## src/rtl/fifo_arb_pkg.sv

```systemverilog
// Shared types and constants for the FIFO port arbiters.
package fifo_arb_pkg;

    // Arbiter FSM states
    typedef enum logic {
        IDLE  = 1'b0,
        GRANT = 1'b1
    } arb_state_e;

    // Default sizing
    localparam int unsigned DEF_NUM_REQ    = 4;
    localparam int unsigned DEF_DATA_WIDTH = 8;
    localparam int unsigned DEF_MAX_BURST  = 4;

    // Legal parameter ranges
    localparam int unsigned MIN_NUM_REQ     = 2;
    localparam int unsigned MAX_NUM_REQ     = 8;
    localparam int unsigned MIN_BURST_LIMIT = 1;
    localparam int unsigned MAX_BURST_LIMIT = 16;

    // Index width for a requester vector; never below one bit
    function automatic int unsigned idx_width(input int unsigned n);
        return (n > 1) ? $clog2(n) : 1;
    endfunction

endpackage

```

## src/rtl/rr_pick.sv

```systemverilog
// Combinational round-robin picker: first requester strictly after last_grant.
module rr_pick
    import fifo_arb_pkg::*;
#(
    parameter  int unsigned NUM_REQ = DEF_NUM_REQ,
    localparam int unsigned IDX_W   = idx_width(NUM_REQ)
) (
    input  logic [NUM_REQ-1:0] req,
    input  logic [IDX_W-1:0]   last_grant,
    output logic [IDX_W-1:0]   winner,
    output logic               valid
);

    // Scan from farthest to nearest so the nearest active requester wins
    always_comb begin
        winner = '0;
        valid  = 1'b0;
        for (int off = NUM_REQ; off >= 1; off--) begin
            if (req[IDX_W'((32'(last_grant) + 32'(off)) % NUM_REQ)]) begin
                winner = IDX_W'((32'(last_grant) + 32'(off)) % NUM_REQ);
                valid  = 1'b1;
            end
        end
    end

endmodule

```

## src/rtl/fifo_write_arbiter.sv

```systemverilog
// Round-robin, burst-bounded arbiter sharing the async FIFO write port.
module fifo_write_arbiter
    import fifo_arb_pkg::*;
#(
    parameter  int unsigned NUM_REQ    = DEF_NUM_REQ,
    parameter  int unsigned DATA_WIDTH = DEF_DATA_WIDTH,
    parameter  int unsigned MAX_BURST  = DEF_MAX_BURST,
    localparam int unsigned BURST_W    = $clog2(MAX_BURST + 1),
    localparam int unsigned IDX_W      = idx_width(NUM_REQ)
) (
    input  logic                          write_clock,
    input  logic                          reset,
    input  logic [NUM_REQ-1:0]            req,
    input  logic [NUM_REQ*DATA_WIDTH-1:0] req_data,
    input  logic                          write_full,
    output logic [NUM_REQ-1:0]            grant,
    output logic [NUM_REQ-1:0]            ack,
    output logic                          write_enable,
    output logic [DATA_WIDTH-1:0]         write_data,
    output logic                          busy
);

    localparam logic [BURST_W-1:0] BURST_LAST = BURST_W'(MAX_BURST - 1);
    localparam logic [IDX_W-1:0]   LAST_IDX   = IDX_W'(NUM_REQ - 1);

    // Reject out-of-range configurations at elaboration
    if (NUM_REQ < MIN_NUM_REQ || NUM_REQ > MAX_NUM_REQ) begin : g_bad_num_req
        $error("fifo_write_arbiter: NUM_REQ out of range");
    end
    if (MAX_BURST < MIN_BURST_LIMIT || MAX_BURST > MAX_BURST_LIMIT) begin : g_bad_burst
        $error("fifo_write_arbiter: MAX_BURST out of range");
    end

    arb_state_e           state;
    arb_state_e           state_nxt;
    logic [NUM_REQ-1:0]   grant_nxt;
    logic [BURST_W-1:0]   burst_cnt;
    logic [BURST_W-1:0]   burst_nxt;
    logic [IDX_W-1:0]     last_grant;
    logic [IDX_W-1:0]     last_nxt;
    logic                 busy_nxt;
    logic [IDX_W-1:0]     winner;
    logic                 pick_valid;
    logic                 xfer;
    logic [DATA_WIDTH-1:0] words [NUM_REQ];

    // Unpack requester words; in GRANT last_grant is the owner index
    for (genvar i = 0; i < NUM_REQ; i++) begin : g_unpack
        assign words[i] = req_data[i*DATA_WIDTH +: DATA_WIDTH];
    end

    rr_pick #(
        .NUM_REQ    (NUM_REQ)
    ) u_rr_pick (
        .req        (req),
        .last_grant (last_grant),
        .winner     (winner),
        .valid      (pick_valid)
    );

    // A word moves when the owner still presents it and the FIFO has room
    assign xfer = (state == GRANT) && req[last_grant] && !write_full;

    // State register
    always_ff @(posedge write_clock) begin
        if (reset) begin
            state <= IDLE;
        end else begin
            state <= state_nxt;
        end
    end

    // Grant, burst counter, priority pointer and busy flag
    always_ff @(posedge write_clock) begin
        if (reset) begin
            grant      <= '0;
            burst_cnt  <= '0;
            last_grant <= LAST_IDX;
            busy       <= 1'b0;
        end else begin
            grant      <= grant_nxt;
            burst_cnt  <= burst_nxt;
            last_grant <= last_nxt;
            busy       <= busy_nxt;
        end
    end

    // Next-state: pick a new owner from IDLE, end grants on burst limit or req drop
    always_comb begin
        state_nxt = state;
        grant_nxt = grant;
        burst_nxt = burst_cnt;
        last_nxt  = last_grant;
        busy_nxt  = busy;
        unique case (state)
            IDLE: begin
                if (pick_valid) begin
                    state_nxt = GRANT;
                    grant_nxt = NUM_REQ'(1) << winner;
                    last_nxt  = winner;
                    burst_nxt = '0;
                    busy_nxt  = 1'b1;
                end
            end
            GRANT: begin
                if (!req[last_grant]) begin
                    state_nxt = IDLE;
                    grant_nxt = '0;
                    busy_nxt  = 1'b0;
                end else if (xfer) begin
                    burst_nxt = burst_cnt + BURST_W'(1);
                    if (burst_cnt == BURST_LAST) begin
                        state_nxt = IDLE;
                        grant_nxt = '0;
                        busy_nxt  = 1'b0;
                    end
                end
            end
            default: begin
                state_nxt = IDLE;
                grant_nxt = '0;
                busy_nxt  = 1'b0;
            end
        endcase
    end

    // Write-port outputs; reset suppresses any write in the same cycle
    always_comb begin
        write_enable = 1'b0;
        ack          = '0;
        write_data   = '0;
        if (state == GRANT) begin
            write_data = words[last_grant];
        end
        if (xfer && !reset) begin
            write_enable = 1'b1;
            ack          = NUM_REQ'(1) << last_grant;
        end
    end

endmodule

```

## config.mk

```make
export PLATFORM = sky130hd
export DESIGN_NAME = fifo_write_arbiter
export DESIGN_NICKNAME = d
export VERILOG_FILES = /design/src/rtl/fifo_arb_pkg.sv /design/src/rtl/rr_pick.sv /design/src/rtl/fifo_write_arbiter.sv
export SDC_FILE = /design/constraint.sdc
export NUM_CORES = 1
export LEC_CHECK = 0
export CORE_MARGIN = 1
export CORE_UTILIZATION = 41
export DETAILED_ROUTE_END_ITERATION = 12
export HOLD_SLACK_MARGIN = 0.06
export PLACE_DENSITY = 0.83
export SLEW_MARGIN = 20
export SYNTH_ARGS = -nofsm -noshare
export SYNTH_HDL_FRONTEND = slang
export SYNTH_HIERARCHICAL = 1
export SYNTH_SLANG_ARGS = --single-unit
export TNS_END_PERCENT = 10
```

## constraint.sdc

```tcl
create_clock -name write_clock -period 3.7 [get_ports write_clock]
set_input_delay 0.74 -clock write_clock [delete_from_list [all_inputs] [get_ports write_clock]]
set_output_delay 0.74 -clock write_clock [all_outputs]
set_load 0.02 [all_outputs]
```

==> results.tsv <==
stage	metric	value	unit
yosys	yosys-top-cells-area	dfxtp_1, mux4_2, mux2_4	
floorplanning	pin_count	57	
worst_setup_path	crit_type	in2out	
placement	place.gp.congestion	0.852	
finish	nets	202	
worst_setup_path	worstPathArrival	2.49	ns
clock_network	cts_hold_buf	0	
worst_setup_path	path_max_fanout	5	
sta	setup_slack	0.472	ns
detailed_routing	drtPass1Iterations	4	
placement	portBuffers	56	
global_route	overflow	0	
worst_setup_path	start_kind	primary input	
finish	final_layout_size_suffix_gt1_share	12.5	%
sta	tightest_slew	0.835	ns
finish	syn_to_final_growth	59.9	%
yosys	syn-cell-area	982	µm²
clock_network	cts_buffers	3	
global_route	grt_pass1_wl	4.57	mm
power	leakagePower	0.587	nW
yosys	synth.distinct_cells	35	
worst_setup_path	r2r_cells	5	
run_status	status	finished, final reports clean	
placement	place_hpwl	2.30	mm
worst_setup_path	rrSetupSlack	1.50	ns
yosys	syn_inst	107	
detailed_routing	avgViaCountPerCell	5.71	
hold_path	hold_depth	2	
clock_network	worstSkewPairLatency	0.27	ns
floorplanning	die_h	50.9	µm
floorplanning	die_w	50.9	µm
yosys	syn_nets	148	
floorplanning	die_area	0.00260	mm²
detailed_routing	drt_iter0_markers	21	
sta	period_share	87.2	%
floorplanning	core_area	0.00223	mm²
sta	skew	0.00110	ns
floorplanning	initial_core_util	44.0	%
finish	utilization	70.3	%
clock_network	cts_max_level	1	
yosys	yosysSeqAreaShare	22.4	%
detailed_routing	vias	1074	
yosys	synth_top_area_share	22.4	%
sta	setup_violations	0	
power	power_density	274	mW/mm²
power	ir_drop	0.000220	V
sta	max_slew_margin	44.2	%
placement	place_ws	0.476	ns
global_route	grt_pass1_vias	1035	
finish	antennaDiodeCount	0	
sta	hold_violations	0	
sta	fmax	310	MHz
worst_setup_path	r2r_end	grant[2]$_SDFFE_PP0P_	
worst_setup_path	reg2reg_from	last_grant[0]$_SDFFE_PP1P_	
sta	rsz0062_at_grt	false	
hold_path	hp-start	busy$_SDFFE_PP0P_	
clock_network	cts_tree	done	
yosys	synth_warnings	6	
detailed_routing	drc	0	
clock_network	clockBufferDepth	2	
detailed_routing	detail-route-antenna-nets	0	
clock_network	cts_resized	0	
clock_network	clock-sinks	11	
worst_setup_path	end_kind	primary output	
finish	nFillCells	187	
detailed_routing	wl	2.86	mm
hold_path	hold_class	reg2reg	
global_route	grt_max_degree	20	
global_route	antenna_found_initial	0	
run	drv_cap	0	
worst_setup_path	critPathRequiredTime	2.96	ns
yosys	avgSynthCellArea	9.18	µm²
yosys	synth-seq-cells	11	
floorplanning	fp-row-count	17	
global_route	grt_use_total	23.2	%
clock_network	clock-root-buffer	clkbuf_4	
clock_network	cts.clk_slew.worst_paths	0.07	ns
detailed_routing	wl_per_cell	15.2	µm
yosys	yosysTopAreaCell	dfxtp_1	
power	power.total	0.430	mW
sta	tns	0	ns
sta	maxSlewViolCount	0	
hold_path	min_to	busy$_SDFFE_PP0P_	
clock_network	post-cts-setup-buffer-count	0	
sta	fin_crit	3.23	ns
## stage by stage
| stage | cells | instance area [µm²] | hold slack, ns |
|---|---|---|---|
| 2_1_floorplan | 107 | 982 | 0.549 |
| 3_3_place_gp | 184 | 1540 | 0.486 |
| 3_5_place_dp | 184 | 1540 | 0.496 |
| 4_1_cts | 188 | 1570 | 0.506 |
| 5_1_grt | 188 | 1570 | 0.544 |
| 6_report | 188 | 1570 | 0.505 |
## critical path: stages
cell and delay, ns:
clkdlybuf4s50_1 0.54, mux2_2 0.21, nand3_1 0.11, nor4_1 0.23
clkdlybuf4s50_1 0.66
## where the power goes
part / internal [mW] / switching (mW) / leakage [nW]
Clock: 0.0417 / 0.0429 / 0.0150
Sequential: 0.127 / 0.0262 / 0.0901
Combinational: 0.118 / 0.0742 / 0.482
Total: 0.287 / 0.143 / 0.587
## synth_stat cells
master	instances
and3b_1	1
nand3b_1	2
clkbuf_1	4
inv_1	4
nor4bb_1	2
o221ai_2	1
and2_1	8
nand3_1	2
ha_1	2
nor4_1	2
nand2_1	7
dfxtp_1	11
nor4b_1	1
a31oi_1	4
nand4_1	1
nor3_1	1
and2b_1	1
mux2_2	1
a21oi_2	1
a32o_2	1
nor3b_1	2
mux2_4	4
nor2b_1	3
a21boi_0	1
or3_1	1
a41oi_1	1
o21bai_1	1
a311oi_1	4
buf_6	1
nand2b_1	5
a21oi_1	2
nor2_1	13
mux4_2	8
buf_2	3
mux2i_1	1
## state kept, by name, summed over array words and instances (netlist names)
signal,cells
state,1
busy,1
burst_cnt,3
last_grant,2
grant,4
## final cells by class
cell class	instances	area (µm²)	share of cell area [%]
multi-input combinational	84	706	44.9
inverter	4	15.0	0.956
tap	28	35.0	2.23
timing repair buffer	57	568	36.2
clock buffer	4	26.3	1.67
sequential	11	220	14.0
## how the worst max path moves through the flow
stage | startpoint | endpoint | slack, ns
3_5_place_dp | req[3] | ack[2] | 0.48
3_3_place_gp | req[3] | ack[2] | 0.49
4_1_cts | last_grant[0]$_SDFFE_PP1P_ | ack[2] | 0.46
5_1_grt | last_grant[0]$_SDFFE_PP1P_ | ack[2] | 0.31
2_1_floorplan | reset | ack[0] | 1.18
6_report | req[3] | ack[2] | 0.47
## cell usage in the layout, fill, tap and decap left out, types with 3 or more instances in the layout
cell type        count
and2_1               8
nor2b_1              3
inv_1                4
clkdlybuf4s50_1     56
clkbuf_4             3
nor2_1              13
mux4_2               8
mux2_4               4
a311oi_1             4
nand2b_1             5
a31oi_1              4
dfxtp_1             11
nand2_1              7
## routing by layer
layer	vias to the layer above	GRT usage (%)	routed length [µm]
li1	504	-	-
met1	509	23.0	1080
met2	54	44.7	1460
met3	7	7.14	273
met4	0	7.87	43
met5	-	0	0
## logic make-up (layout without fill, tap and decap cells)
| family | after synthesis | after routing | synth area share [%] |
|---|---|---|---|
| simple gates | 52 | 52 | 29.6 |
| buf+inv | 12 | 65 | 5.73 |
| mux | 14 | 14 | 26.6 |
| compound gates | 16 | 16 | 13.1 |
| flops | 11 | 11 | 22.4 |
| fa+ha+maj | 2 | 2 | 2.55 |
(Power assumes the default switching activity.)
